**src/rtl/mcycle_pkg.sv**
```systemverilog
// Shared encodings for the multi-cycle multiply/divide unit.
package mcycle_pkg;

   typedef logic [1:0] mcycle_state_t;

   localparam mcycle_state_t IDLE      = 2'd0;
   localparam mcycle_state_t COMPUTING = 2'd1;
   localparam mcycle_state_t DONE      = 2'd2;

   localparam logic MCYCLE_MUL = 1'b0;
   localparam logic MCYCLE_DIV = 1'b1;

endpackage

```
**src/rtl/mcycle_step.sv**
```systemverilog
// One combinational iteration of the shift-add multiplier or restoring divider.
module mcycle_step
   import mcycle_pkg::*;
#(
   parameter int WIDTH = 32
) (
   input  logic             op,
   input  logic [WIDTH-1:0] acc_hi,
   input  logic [WIDTH-1:0] acc_lo,
   input  logic [WIDTH-1:0] operand,
   output logic [WIDTH-1:0] next_hi,
   output logic [WIDTH-1:0] next_lo
);

   logic [WIDTH:0] sum;
   logic [WIDTH:0] shifted;
   logic [WIDTH:0] trial;

   always_comb begin
      sum     = {1'b0, acc_hi} + (acc_lo[0] ? {1'b0, operand} : {(WIDTH+1){1'b0}});
      shifted = {acc_hi, acc_lo[WIDTH-1]};
      trial   = shifted - {1'b0, operand};
      next_hi = '0;
      next_lo = '0;
      if (op == MCYCLE_MUL) begin
         // acc_lo starts as the multiplier and fills with product bits from the top
         next_hi = sum[WIDTH:1];
         next_lo = {sum[0], acc_lo[WIDTH-1:1]};
      end else if (trial[WIDTH]) begin
         next_hi = shifted[WIDTH-1:0];
         next_lo = {acc_lo[WIDTH-2:0], 1'b0};
      end else begin
         next_hi = trial[WIDTH-1:0];
         next_lo = {acc_lo[WIDTH-2:0], 1'b1};
      end
   end

endmodule

```
**src/rtl/mcycle_unit.sv**
```systemverilog
// Multi-cycle MUL/DIV unit: FSM, operand/accumulator registers and sign correction.
module mcycle_unit
   import mcycle_pkg::*;
#(
   parameter int WIDTH = 32
) (
   input  logic             CLK,
   input  logic             Reset,
   input  logic             Start,
   input  logic             MCycleOp,
   input  logic             Signed,
   input  logic [WIDTH-1:0] Operand1,
   input  logic [WIDTH-1:0] Operand2,
   output logic [WIDTH-1:0] Result1,
   output logic [WIDTH-1:0] Result2,
   output logic             Busy
);

   localparam int CNT_W = $clog2(WIDTH);
   localparam logic [CNT_W-1:0] LAST = CNT_W'(WIDTH - 1);

   mcycle_state_t    state;
   logic [CNT_W-1:0] count;
   logic             op;
   logic             is_signed;
   logic             sign1;
   logic             sign2;
   logic             div_zero;
   logic [WIDTH-1:0] dividend_raw;
   logic [WIDTH-1:0] operand_abs;
   logic [WIDTH-1:0] acc_hi;
   logic [WIDTH-1:0] acc_lo;

   logic signed [WIDTH-1:0] op1_s;
   logic signed [WIDTH-1:0] op2_s;
   logic             neg1_in;
   logic             neg2_in;
   logic [WIDTH-1:0] abs1_in;
   logic [WIDTH-1:0] abs2_in;

   logic [WIDTH-1:0]   step_hi;
   logic [WIDTH-1:0]   step_lo;
   logic [2*WIDTH-1:0] product;
   logic [WIDTH-1:0]   quotient;
   logic [WIDTH-1:0]   remainder;
   logic [WIDTH-1:0]   fin1;
   logic [WIDTH-1:0]   fin2;
   logic               res_neg;
   logic               rem_neg;

   // WIDTH-bit two's-complement negate; the most-negative value maps onto itself
   function automatic logic [WIDTH-1:0] abs_val(input logic [WIDTH-1:0] x, input logic neg);
      return neg ? -x : x;
   endfunction

   function automatic logic [2*WIDTH-1:0] neg_wide(input logic [2*WIDTH-1:0] x, input logic neg);
      return neg ? -x : x;
   endfunction

   always_comb begin
      op1_s   = Operand1;
      op2_s   = Operand2;
      neg1_in = Signed && (op1_s < 0);
      neg2_in = Signed && (op2_s < 0);
      abs1_in = abs_val(Operand1, neg1_in);
      abs2_in = abs_val(Operand2, neg2_in);
   end

   mcycle_step #(.WIDTH(WIDTH)) u_step (
      .op      (op),
      .acc_hi  (acc_hi),
      .acc_lo  (acc_lo),
      .operand (operand_abs),
      .next_hi (step_hi),
      .next_lo (step_lo)
   );

   // Sign correction applied to the state after the final iteration
   always_comb begin
      res_neg   = is_signed && (sign1 ^ sign2);
      rem_neg   = is_signed && sign1;
      product   = neg_wide({step_hi, step_lo}, res_neg);
      quotient  = abs_val(step_lo, res_neg);
      remainder = abs_val(step_hi, rem_neg);
      if (div_zero) begin
         quotient  = '1;
         remainder = dividend_raw;
      end
      if (op == MCYCLE_MUL) begin
         fin1 = product[WIDTH-1:0];
         fin2 = product[2*WIDTH-1:WIDTH];
      end else begin
         fin1 = quotient;
         fin2 = remainder;
      end
   end

   always_ff @(posedge CLK) begin
      if (Reset) begin
         state        <= IDLE;
         count        <= '0;
         op           <= MCYCLE_MUL;
         is_signed    <= 1'b0;
         sign1        <= 1'b0;
         sign2        <= 1'b0;
         div_zero     <= 1'b0;
         dividend_raw <= '0;
         operand_abs  <= '0;
         acc_hi       <= '0;
         acc_lo       <= '0;
         Result1      <= '0;
         Result2      <= '0;
      end else begin
         case (state)
            IDLE: begin
               if (Start) begin
                  op           <= MCycleOp;
                  is_signed    <= Signed;
                  sign1        <= neg1_in;
                  sign2        <= neg2_in;
                  div_zero     <= (MCycleOp == MCYCLE_DIV) && (Operand2 == '0);
                  dividend_raw <= Operand1;
                  count        <= '0;
                  acc_hi       <= '0;
                  if (MCycleOp == MCYCLE_MUL) begin
                     operand_abs <= abs1_in;
                     acc_lo      <= abs2_in;
                  end else begin
                     operand_abs <= abs2_in;
                     acc_lo      <= abs1_in;
                  end
                  state <= COMPUTING;
               end
            end
            COMPUTING: begin
               acc_hi <= step_hi;
               acc_lo <= step_lo;
               count  <= count + 1'b1;
               if (count == LAST) begin
                  Result1 <= fin1;
                  Result2 <= fin2;
                  state   <= DONE;
               end
            end
            DONE:    state <= IDLE;
            default: state <= IDLE;
         endcase
      end
   end

   always_comb begin
      Busy = 1'b0;
      if (!Reset) begin
         case (state)
            IDLE:      Busy = Start;
            COMPUTING: Busy = 1'b1;
            default:   Busy = 1'b0;
         endcase
      end
   end

endmodule

```
**config.mk**
```make
export PLATFORM = sky130hd
export DESIGN_NAME = mcycle_unit
export DESIGN_NICKNAME = d
export VERILOG_FILES = /design/src/rtl/mcycle_pkg.sv /design/src/rtl/mcycle_step.sv /design/src/rtl/mcycle_unit.sv
export SDC_FILE = /design/constraint.sdc
export NUM_CORES = 1
export LEC_CHECK = 0
export CAP_MARGIN = 20
export CORE_MARGIN = 2
export CORE_UTILIZATION = 46
export DETAILED_ROUTE_END_ITERATION = 10
export PLACE_DENSITY_LB_ADDON = 0.1
export SYNTH_ARGS = -nofsm -noshare
export SYNTH_HDL_FRONTEND = slang
export SYNTH_SLANG_ARGS = --single-unit
```
**constraint.sdc**
```tcl
create_clock -name CLK -period 6.4 [get_ports CLK]
set_input_delay 1.28 -clock CLK [delete_from_list [all_inputs] [get_ports CLK]]
set_output_delay 1.28 -clock CLK [all_outputs]
set_load 0.05 [all_outputs]
```
==> flow_summary.rst, run 1 <==
.. list-table::
   :header-rows: 1

   * - Metric
     - Value
   * - Diodes inserted
     - 0
   * - Worst EP required
     - 6.87 ns
   * - Slew margin rel.
     - 28.5%
   * - Outcome
     - complete, no violations
   * - Die Height
     - 199 µm
   * - Number of synthesized flops with an enable pin
     - 0
   * - Pin count of the biggest net entering global routing
     - 86
   * - Synth cell types
     - 90
   * - Number of levels in the clock H-tree
     - 1
   * - Maximum resistive drop on vdd
     - 0.179 mV
   * - Maximum achievable frequency
     - 168 MHz
   * - Period utilization
     - 92.8%
   * - Number of global-route vias before repair
     - 18100
   * - DRC violations left
     - 0
   * - Layout-stage area growth over the synthesis result
     - 14.4%
   * - Startpoint type of the worst setup path
     - flip-flop
   * - TritonCTS clock tree
     - done
   * - Number of violations reported at the end of detailed-routing iteration 0
     - 1902
   * - Ys Warns
     - 0
   * - Wire length on met2
     - 34100 µm
   * - Gr ovfl total
     - 0
   * - Static power due to leakage
     - 0.00753 µW
   * - Library cell contributing the largest single delay on the critical path
     - or4_1
   * - Cell accounting for the most synthesized area
     - dfxtp_1
   * - Share of cells above drive strength 1
     - 6.05%
   * - Cell Count Post-Placement
     - 2980
   * - Cell area after technology mapping
     - 17500 µm²
   * - Sequential share of the synthesized area
     - 23.4%
   * - Largest cells by area after synthesis
     - dfxtp_1 (23%), a21oi_1 (7.0%), nand2_1 (6.9%)
   * - Mean routed wirelength per cell
     - 24.8 µm
   * - Avg Inst Size Synth
     - 7.11 µm²
   * - Path depth of the worst reg2reg path
     - 23
   * - Maximum buffer depth of the clock tree
     - 3
   * - Nets
     - 2636
   * - Antenna-violating nets left
     - 0
   * - Hold violation total from the final report
     - 0
   * - Worst hold endpoint
     - dividend_raw[25]$_SDFFE_PP0P_
   * - Register bit count reported by yosys
     - 204
   * - Final period demand of the worst path
     - 5.94 ns
   * - Number of buffers and inverters on the critical path
     - 2
   * - Clock buffer count from CTS
     - 24
   * - Detail Route met3 WL
     - 4930 µm
   * - DP HPWL
     - 58000 µm
   * - Cell family with most CP delay
     - simple AND/OR/NAND/NOR gates
   * - Clock-pin slew on the worst setup and hold paths
     - 0.07 ns
   * - Num ports
     - 134
   * - Global-route wire length before repair
     - 112000 µm
   * - Synthesized netlist cell count
     - 2455
   * - Number of search-and-repair iterations in the first detailed-routing pass
     - 8
   * - Buffers inserted during post-CTS setup optimization
     - 0
   * - Hold slack final
     - 0.450 ns
   * - Die footprint
     - 39500 µm²
   * - Final number of setup-violating endpoints
     - 0
   * - Kind of critical path
     - flip-flop to flip-flop
   * - Setup repair after global routing missed its margin
     - no
   * - Signal arrival time at the worst endpoint
     - 6.41 ns
   * - Post-layout power
     - 4240 µW
   * - Share of flip-flops with an asynchronous set or reset after synthesis
     - 0%
   * - Destination of the worst register-to-register timing path
     - Result2[20]$_SDFFE_PP0P_
   * - Worst clock skew
     - 0.0288 ns
   * - Worst Tran Pin Value
     - 1.07 ns
   * - Initial Utilization
     - 46.6%
   * - Leading register cell type out of synthesis
     - dfxtp_1
   * - Top layer reached by signal wires
     - met5
   * - Number of stages on the worst hold path
     - 2
   * - Clock latency of the later-clocked register in the worst-skew pair
     - 0.56 ns
   * - Initial antenna violation count
     - 3
   * - Worst-path cell chain
     - inv_1, ha_1, fa_1, nand2b_1, a21oi_2, o21ai_1, a21oi_2, o21ai_1, nand3_2, o21ai_0, inv_1, ha_1, o21ai_0, or3_1, nor3_1, nand2_1, nor2_1, nand3_1, or4_1, o21ai_1, xor2_1, nor2_1, o21ai_1
   * - Non-filler cells in the finished layout
     - 3023
   * - Post-synth top area share
     - 23.4%
   * - Routed length on met1
     - 30100 µm
   * - Standard cell core area
     - 37500 µm²
   * - Hold path start
     - dividend_raw[25]$_SDFFE_PP0P_
   * - CP peak stage delay
     - 0.51 ns
   * - Cell repeated most along the worst path
     - o21ai_1
   * - PortBufs
     - 133
   * - Total wirelength of the detailed-routed design
     - 75100 µm
   * - Final-report max-slew violation count
     - 0
   * - Max FO, Critical Path
     - 5
   * - Sum of negative setup slack
     - 0 ns
   * - Std-Cell Rows
     - 71
   * - Total GRT Usage
     - 37.7%
   * - Root buf cell
     - clkbuf_16
   * - Placer's final routability congestion estimate
     - 0.982
   * - Post-detailed-route via-to-cell ratio
     - 6.37
   * - Setup slack on the worst flop-to-flop path
     - 0.46 ns
   * - Reported max-cap violation count
     - 0
   * - Routed via count
     - 19300
   * - Clock tree sinks
     - 204
   * - Reg2reg start
     - acc_lo[31]$_SDFFE_PP0P_
   * - Net count after synthesis
     - 2596
   * - Hold Crit Class
     - flip-flop to flip-flop
   * - Die Span X
     - 199 µm
   * - Kind of end point of the critical path
     - flip-flop
   * - Power per Cell Area
     - 212 nW/µm²
==> worst max path at each step <==
stage,start,to,depth (start not counted),slack [ns]
after floorplan,acc_lo[31]$_SDFFE_PP0P_,Result2[28]$_SDFFE_PP0P_,21,1.52
after global placement,acc_lo[31]$_SDFFE_PP0P_,Result2[20]$_SDFFE_PP0P_,23,0.70
after detailed placement,acc_lo[31]$_SDFFE_PP0P_,Result2[20]$_SDFFE_PP0P_,23,0.51
after CTS,acc_lo[31]$_SDFFE_PP0P_,Result2[20]$_SDFFE_PP0P_,23,0.45
after global routing,acc_lo[31]$_SDFFE_PP0P_,Result2[20]$_SDFFE_PP0P_,23,0.08
final,acc_lo[31]$_SDFFE_PP0P_,Result2[20]$_SDFFE_PP0P_,23,0.46
==> synthesized netlist by cell type (18+ instances only) <==
cell,instances
dfxtp_1,204
a221oi_1,20
a31oi_1,42
o31ai_1,22
a21o_1,27
and3_1,18
mux2i_1,31
ha_1,70
nand4_1,20
a211oi_1,60
nand2_1,319
nor3_1,65
clkbuf_1,128
or3_1,38
o211ai_1,57
mux2_2,18
xnor2_1,105
o21ai_0,130
xor2_1,70
o22ai_1,24
inv_1,66
nand3_1,60
and2_1,55
buf_1,19
nor2_1,278
nor4_1,25
a21oi_1,243
==> metrics by stage <==
step	utilization, %	instance area [µm²]	worst slack (ns)
global placement	51.1	19100	0.699
global route	53.3	20000	0.0760
CTS	53.3	20000	0.454
detailed placement	51.1	19100	0.512
finish	53.3	20000	0.462
floorplan	-	17500	1.52
==> worst register-to-register path: cells and delay by family (launching register included) <==
| kind | cells | cell delay [ns] |
|---|---|---|
| compound gates | 8 | 1.75 |
| flops | 1 | 0.40 |
| fa+ha+maj | 3 | 0.79 |
| xor+xnor | 1 | 0.17 |
| buf+inv | 2 | 0.24 |
| simple gates | 9 | 2.49 |
==> power breakdown <==
part / switching (µW) / internal, µW
Clock: 615 / 853
Sequential: 69.9 / 1320
Combinational: 923 / 458
Total: 1610 / 2630
==> cells in the final DEF (no fill, tap or decap), types with 6 or more instances in the layout <==
cell               n
dfxtp_1          203
clkdlybuf4s50_1  131
nor4_1            25
nand2b_1          16
nand2_1          318
and3_1            18
mux2_2            18
buf_4             42
a21oi_1          242
a22oi_1            6
o22ai_1           24
nor3b_1            6
o31ai_1           22
and4_1             8
and2_1            53
a221oi_1          20
o21bai_1           8
nor3_1            65
o21a_1            16
a21boi_0           6
o211ai_1          57
a211oi_1          60
a211o_1            9
nand3_1           60
xor2_1            70
mux2i_1           31
xnor2_1          105
o221ai_1          14
nand4_1           20
a31o_2             8
clkbuf_8           7
or3_1             38
clkbuf_16         24
nor2_1           277
nand4b_1           7
a21o_1            27
a31oi_1           42
ha_1              70
o21ai_0          130
inv_1             66
==> final cells by class <==
class                           instances  area (µm²)
Inverter                               66         248
Fill cell                            3777       17500
Tap cell                              511         639
Sequential cell                       204        4090
Clock buffer                           34         708
Clock inverter                          9         114
Timing Repair Buffer                  176        1660
Multi-Input combinational cell       2023       12500
==> layer usage <==
layer	vias up	global-route usage, %
met3	237	5.12
met1	9166	46.6
li1	9022	-
met5	-	0
met4	6	24.9
met2	831	61.3
==> sequential cells by signal, summed over array words and instances (netlist names), 2 cells and up <==
register      flops
Result1          32
Result2          32
acc_hi           32
acc_lo           32
dividend_raw     32
operand_abs      32
count             5
state             2
==> timing repair <==
item / 4_1_cts / 5_1_grt
setup endpoints to repair: 0 / 1
resized for setup: 0 / 1
hold buffers: 0 / 0
==> cells by family (layout without fill, tap and decap cells) <==
family / Yosys count / after routing / synth area share (%)
multiplexers: 49 / 49 / 2.94
AO/OA/AOI/OAI: 772 / 772 / 28.9
buffers and inverters: 228 / 285 / 5.10
XOR/XNOR: 175 / 175 / 8.78
AND/OR/NAND/NOR: 955 / 955 / 25.7
flip-flops: 204 / 204 / 23.4
adder cells (fa/ha/maj): 72 / 72 / 5.25
Note: power is estimated with default switching activity, not from simulation.
==> inputs of run 2 (changes only) <==
- GPL_ROUTABILITY_DRIVEN: default -> 0
==> flow_summary.rst, run 2 (synthesis results as in run 1) <==
.. list-table::
   :header-rows: 1

   * - Metric
     - Value
   * - Maximum achievable frequency
     - 173 MHz (+3.0%)
   * - Final period demand of the worst path
     - 5.77 ns (-0.170 ns)
   * - Number of buffers inserted for hold repair after clock tree synthesis
     - 0 (unchanged)
   * - Total GRT Usage
     - 35.8% (-1.9 points)
   * - Startpoint type of the worst setup path
     - flip-flop
   * - Wire length on met2
     - 32100 µm (-6.0%)
   * - Sw Share
     - 36.8% (-1.1 points)
   * - Gr ovfl total
     - 0 (unchanged)
   * - Library cell contributing the largest single delay on the critical path
     - or4_1
   * - Number of search-and-repair iterations in the first detailed-routing pass
     - 6 (-2)
   * - Root buf cell
     - clkbuf_16
   * - Number of violations reported at the end of detailed-routing iteration 0
     - 2408 (+27%)
   * - Worst Tran Pin Value
     - 1.17 ns (+0.0989 ns)
   * - Die Height
     - 199 µm (unchanged)
   * - Die Span X
     - 199 µm (unchanged)
   * - Kind of end point of the critical path
     - flip-flop
   * - Reported max-cap violation count
     - 0 (unchanged)
   * - Hold Crit Class
     - flip-flop to flip-flop
   * - Standard cell core area
     - 37500 µm² (unchanged)
   * - End-of-flow core utilization
     - 53.5% (+0.20 points)
   * - Number of global-route vias before repair
     - 18100 (+0.29%)
   * - Routed via count
     - 19500 (+0.99%)
   * - Period utilization
     - 90.1% (-2.7 points)
   * - Clock buffer count from CTS
     - 26 (+8.3%)
   * - Proportion of power drawn by flip-flops and latches
     - 31.7% (-1.1 points)
   * - Sum of negative setup slack
     - 0 ns (unchanged)
   * - Final number of setup-violating endpoints
     - 0 (unchanged)
   * - Signal arrival time at the worst endpoint
     - 6.26 ns (-0.15 ns)
   * - Buffers inserted during post-CTS setup optimization
     - 0 (unchanged)
   * - Sequential cell area in the final layout
     - 4090 µm² (unchanged)
   * - Kind of critical path
     - flip-flop to flip-flop
   * - Max FO, Critical Path
     - 5 (unchanged)
   * - Layout-stage area growth over the synthesis result
     - 14.9%
   * - Detail Route met3 WL
     - 5730 µm (+16%)
   * - Switching power of the nets
     - 1620 µW (+0.57%)
   * - Non-filler cells in the finished layout
     - 3022 (-0.033%)
   * - Final Instance Area
     - 20000 µm² (+0.38%)
   * - Antenna-violating nets left
     - 0 (unchanged)
   * - Internal cell power
     - 2780 µW (+5.5%)
   * - Outcome
     - complete, no violations
   * - Multi-input logic area
     - 12500 µm² (about the same)
   * - Setup repair after global routing missed its margin
     - no
   * - Hold violation total from the final report
     - 0 (unchanged)
   * - Clock-pin slew on the worst setup and hold paths
     - 0.06 ns (about the same)
   * - Fraction of power consumed by combinational cells
     - 30.7% (-1.8 points)
   * - Power per Cell Area
     - 219 nW/µm² (+3.2%)
   * - PortBufs
     - 133 (unchanged)
   * - Nets
     - 2633 (-0.11%)
   * - Most common library cell in the layout ignoring fill and taps
     - nand2_1
   * - Worst-path cell chain
     - inv_1, ha_1, fa_1, nand2b_1, a21oi_1, buf_4, o21ai_1, a21oi_2, o21ai_1, nand3_2, o21ai_0, inv_1, ha_1, o21ai_0, or3_1, nor3_1, nand2_1, nor2_1, nand3_1, or4_1, o21ai_1, xor2_1, nor2_1, o21ai_1
   * - Cell repeated most along the worst path
     - o21ai_1
   * - Cell Count Post-Placement
     - 2974 (-0.20%)
   * - Routed length on met1
     - 28300 µm (-5.8%)
   * - Most frequent cells in the layout
     - nand2_1 (318), nor2_1 (277), a21oi_1 (243)
   * - DRC violations left
     - 0 (unchanged)
   * - CP peak stage delay
     - 0.50 ns (about the same)
   * - Clock latency of the later-clocked register in the worst-skew pair
     - 0.57 ns (about the same)
   * - Initial Utilization
     - 46.6% (unchanged)
   * - Maximum resistive drop on vdd
     - 0.182 mV (+1.7%)
   * - Worst clock skew
     - 0.0205 ns (-0.00826 ns)
   * - Global-route wire length before repair
     - 108000 µm (-3.7%)
   * - Final-report max-slew violation count
     - 0 (unchanged)
   * - Num ports
     - 134 (unchanged)
   * - Die footprint
     - 39500 µm² (unchanged)
   * - Clock network fraction of design power
     - 37.6% (+3.0 points)
   * - Share of cells above drive strength 1
     - 6.05% (about the same)
   * - Total wirelength of the detailed-routed design
     - 72100 µm (-4.0%)
   * - TritonCTS clock tree
     - done
   * - Number of levels in the clock H-tree
     - 1 (unchanged)
   * - Clock tree sinks
     - 204 (unchanged)
   * - Slew margin rel.
     - 21.6% (-6.9 points)
   * - Hold slack final
     - 0.451 ns (+0.000381 ns)
   * - Initial antenna violation count
     - 4 (+1)
   * - DP HPWL
     - 55200 µm (-4.9%)
   * - Pin count of the biggest net entering global routing
     - 82 (-4.7%)
   * - Static power due to leakage
     - 0.00756 µW (+0.38%)
   * - Post-detailed-route via-to-cell ratio
     - 6.44 (+1.0%)
   * - Std-Cell Rows
     - 71 (unchanged)
   * - Diodes inserted
     - 0 (unchanged)
   * - Post-detailed-placement cell area
     - 19100 µm² (-0.30%)
   * - Mean routed wirelength per cell
     - 23.9 µm (-4.0%)
   * - Post-cts sizing count
     - 0 (unchanged)
   * - Worst EP required
     - 6.89 ns (+0.02 ns)
   * - Number of fill cells in the layout
     - 3743 (-0.90%)
   * - Top layer reached by signal wires
     - met5
   * - Maximum buffer depth of the clock tree
     - 3 (unchanged)
run 2: cell count changes in the layout (fill, tap and decap cells not counted), moves of 2 or more:
cell / delta
buf_4: -5
bufinv_16: +3
clkbuf_1: -2
clkbuf_16: +2
clkbuf_8: -2
clkinvlp_4: +2
run 2: layout make-up:
cell class	count	area share [%]
timing repair buffer	171	8.03
inverter	66	1.24
sequential	204	20.4
clock inverter	15	1.15
clock buffer	32	3.61
multi-input combinational	2023	62.4
tap	511	3.19
run 2: final timing paths:
path	start	to	slack, ns	cells after the start
worst min register to register	dividend_raw[31]$_SDFFE_PP0P_	dividend_raw[31]$_SDFFE_PP0P_	0.45	2
worst min-delay path	dividend_raw[31]$_SDFFE_PP0P_	dividend_raw[31]$_SDFFE_PP0P_	0.45	2
worst max-delay path	acc_lo[31]$_SDFFE_PP0P_	Result2[20]$_SDFFE_PP0P_	0.63	24
worst max register to register	acc_lo[31]$_SDFFE_PP0P_	Result2[20]$_SDFFE_PP0P_	0.63	24
run 2: power groups by stage:
stage | Combinational, µW | Clock [µW] | Sequential [µW]
4_1_cts | 1320 | 1660 | 1390
5_1_grt | 1440 | 1710 | 1400
3_5_place_dp | 1310 | 0 | 1420
6_report | 1350 | 1650 | 1390
3_3_place_gp | 1300 | 0 | 1410
2_1_floorplan | 887 | 0 | 1380
run 2: per-layer routing:
layer / up-vias / track usage, %
met5: - / 0
met3: 275 / 5.92
met2: 999 / 57.6
met4: 6 / 24.7
li1: 8994 / -
met1: 9178 / 43.6
run 2: stage by stage:
stage | setup WS (ns) | total power (µW)
after floorplan | 1.52 | 2270
after global placement | 1.05 | 2710
after detailed placement | 0.813 | 2730
after CTS | 0.772 | 4360
after global routing | 0.255 | 4550
final | 0.632 | 4400
run 2: critical path, delay by kind of cell (launching register included):
family	cells	cell delay, ns
adders and majority gates	3	0.79
buffers and inverters	3	0.39
AOI/OAI and AO/OA	8	1.42
xor gates and xnor gates	1	0.17
DFF	1	0.40
and+or+nand+nor	9	2.51
==> inputs of run 3 (changes only) <==
- CELL_PAD_IN_SITES_DETAIL_PLACEMENT: default -> 1
- CELL_PAD_IN_SITES_GLOBAL_PLACEMENT: default -> 1
- MAX_ROUTING_LAYER: default -> met4
- clock period: 6.4 -> 6.8 ns (I/O delays scaled with it)
==> flow_summary.rst, run 3 (synthesis results as in run 1) <==
.. list-table::
   :header-rows: 1

   * - Metric
     - Value
   * - Sequential cell area in the final layout
     - 4090 µm² (unchanged)
   * - Antenna-violating nets left
     - 0 (unchanged)
   * - Number of stages on the worst hold path
     - 2 (unchanged)
   * - Number of levels in the clock H-tree
     - 1 (unchanged)
   * - Setup repair after global routing missed its margin
     - no
   * - Buffers inserted during post-CTS setup optimization
     - 0 (unchanged)
   * - Signal arrival time at the worst endpoint
     - 6.46 ns (+0.20 ns)
   * - Layout-stage area growth over the synthesis result
     - 14.7%
   * - Clock tree sinks
     - 204 (unchanged)
   * - Final period demand of the worst path
     - 5.96 ns (+0.195 ns)
   * - Routed via count
     - 19800 (+2.0%)
   * - Root buf cell
     - clkbuf_16
   * - Setup slack on the worst flop-to-flop path
     - 0.84 ns (+0.20 ns)
   * - Number of search-and-repair iterations in the first detailed-routing pass
     - 6 (unchanged)
   * - Clock-pin slew on the worst setup and hold paths
     - 0.06 ns (about the same)
   * - Pin count of the biggest net entering global routing
     - 88 (+7.3%)
   * - PortBufs
     - 133 (unchanged)
   * - Final-report max-slew violation count
     - 0 (unchanged)
   * - Maximum resistive drop on vdd
     - 0.180 mV (-0.78%)
   * - Number of buffers inserted for hold repair after clock tree synthesis
     - 0 (unchanged)
   * - Kind of critical path
     - flip-flop to flip-flop
   * - Initial Utilization
     - 46.6% (unchanged)
   * - Die Height
     - 199 µm (unchanged)
   * - Path depth of the worst reg2reg path
     - 20 (-17%)
   * - Library cell contributing the largest single delay on the critical path
     - nor4_2
   * - DP HPWL
     - 61300 µm (+11%)
   * - Reported max-cap violation count
     - 0 (unchanged)
   * - Most common library cell in the layout ignoring fill and taps
     - nand2_1
   * - Worst-path cell chain
     - inv_1, ha_1, fa_1, nand2b_1, a21oi_1, o21ai_1, a21oi_2, o21ai_1, nand3_2, o21ai_0, inv_1, ha_1, o21ai_0, or3_1, nor3_1, nand4_1, nor4_2, o31ai_1, or4_1, a21oi_1
   * - Period utilization
     - 87.7% (-2.4 points)
   * - Share of cells above drive strength 1
     - 5.78% (-0.27 points)
   * - Most frequent cells in the layout
     - nand2_1 (318), nor2_1 (277), a21oi_1 (243)
   * - Destination of the worst register-to-register timing path
     - Result2[14]$_SDFFE_PP0P_
   * - Final number of setup-violating endpoints
     - 0 (unchanged)
   * - Worst Tran Pin Value
     - 1.14 ns (-0.0341 ns)
   * - Cell Count Post-Placement
     - 2970 (-0.13%)
   * - Non-filler cells in the finished layout
     - 3020 (-0.066%)
   * - Total GRT Usage
     - 41.2% (+5.5 points)
   * - Maximum achievable frequency
     - 168 MHz (-3.3%)
   * - Number of fill cells in the layout
     - 4773 (+28%)
   * - Startpoint type of the worst setup path
     - flip-flop
   * - Hold violation total from the final report
     - 0 (unchanged)
   * - Hold path start
     - Result2[21]$_SDFFE_PP0P_
   * - CP peak stage delay
     - 0.59 ns (+0.09 ns)
   * - Nets
     - 2630 (-0.11%)
   * - Mean routed wirelength per cell
     - 26.6 µm (+11%)
   * - Worst clock skew
     - 0.0110 ns (-0.00950 ns)
   * - Std-Cell Rows
     - 71 (unchanged)
   * - Num ports
     - 134 (unchanged)
   * - Worst hold endpoint
     - Result2[21]$_SDFFE_PP0P_
   * - Die Span X
     - 199 µm (unchanged)
   * - Static power due to leakage
     - 0.00753 µW (-0.47%)
   * - Clock buffer count from CTS
     - 26 (unchanged)
   * - Initial antenna violation count
     - 2 (-2)
   * - Kind of end point of the critical path
     - flip-flop
   * - Hold Crit Class
     - flip-flop to flip-flop
   * - Post-detailed-route via-to-cell ratio
     - 6.57 (+2.1%)
   * - Worst EP required
     - 7.30 ns (+0.41 ns)
   * - Clock latency of the later-clocked register in the worst-skew pair
     - 0.57 ns (about the same)
   * - DRC violations left
     - 0 (unchanged)
   * - Multi-input logic area
     - 12500 µm² (about the same)
   * - Slew margin rel.
     - 23.7% (+2.1 points)
   * - Global-route wire length before repair
     - 120000 µm (+12%)
   * - Number of violations reported at the end of detailed-routing iteration 0
     - 1835 (-24%)
   * - Maximum buffer depth of the clock tree
     - 3 (unchanged)
   * - Number of global-route vias before repair
     - 19800 (+9.2%)
   * - Sum of negative setup slack
     - 0 ns (unchanged)
   * - Reg2reg start
     - acc_lo[31]$_SDFFE_PP0P_
   * - Max FO, Critical Path
     - 5 (unchanged)
   * - Outcome
     - complete, no violations
   * - Standard cell core area
     - 37500 µm² (unchanged)
   * - Die footprint
     - 39500 µm² (unchanged)
   * - Total wirelength of the detailed-routed design
     - 80200 µm (+11%)
   * - Post-cts sizing count
     - 0 (unchanged)
   * - TritonCTS clock tree
     - done
   * - Power per Cell Area
     - 206 nW/µm² (-6.1%)
   * - Gr ovfl total
     - 0 (unchanged)
## run 3: worst max-delay path by stage
stage,endpoint,slack (ns),cells past startpoint,startpoint
floorplan,Result2[28]$_SDFFE_PP0P_,1.92,21,acc_lo[31]$_SDFFE_PP0P_
global placement,Result2[20]$_SDFFE_PP0P_,1.30,23,acc_lo[31]$_SDFFE_PP0P_
detailed placement,Result2[20]$_SDFFE_PP0P_,1.05,23,acc_lo[31]$_SDFFE_PP0P_
CTS,Result2[20]$_SDFFE_PP0P_,1.02,23,acc_lo[31]$_SDFFE_PP0P_
global route,Result2[20]$_SDFFE_PP0P_,0.49,23,acc_lo[31]$_SDFFE_PP0P_
finish,Result2[14]$_SDFFE_PP0P_,0.84,20,acc_lo[31]$_SDFFE_PP0P_
## run 3: per-stage QoR
step                      total power [µW]  worst slack [ns]  hold WS, ns  area, µm²  utilization, %
final                                 4120             0.837        0.447      20000            53.4
after CTS                             4080              1.02        0.455      20000            53.3
after floorplan                       2140              1.92        0.431      17500               -
after detailed placement              2580              1.05        0.442      19100            50.9
after global placement                2540              1.30        0.440      19100            50.8
after global routing                  4250             0.485        0.471      20000            53.4
## run 3: final cells by class
| class | count | area share, % |
|---|---|---|
| inverter | 66 | 1.24 |
| sequential | 204 | 20.4 |
| clock inverter | 14 | 1.10 |
| antenna | 2 | 0.0250 |
| multi-input combinational | 2023 | 62.5 |
| tap | 511 | 3.19 |
| clock buffer | 32 | 3.46 |
| timing repair buffer | 168 | 8.02 |
## run 3: power breakdown
group	total [µW]	switching, µW	internal [µW]
Sequential	1310	67.3	1250
Clock	1520	603	914
Combinational	1290	869	421
Total	4120	1540	2580
## run 3: layer usage
metal	track usage, %	vias up	wire [µm]
li1	-	8994	-
met1	47.1	9636	30900
met2	65.3	888	36500
met3	7.66	321	6040
met4	29.0	0	6790
met5	-	-	0
## run 3: worst max-delay path: cells and delay by family (launching register included)
| kind | cells | cell delay, ns |
|---|---|---|
| adders and majority gates | 3 | 0.81 |
| and+or+nand+nor | 7 | 2.65 |
| buffers and inverters | 2 | 0.24 |
| AOI/OAI and AO/OA | 8 | 1.80 |
| DFF | 1 | 0.40 |
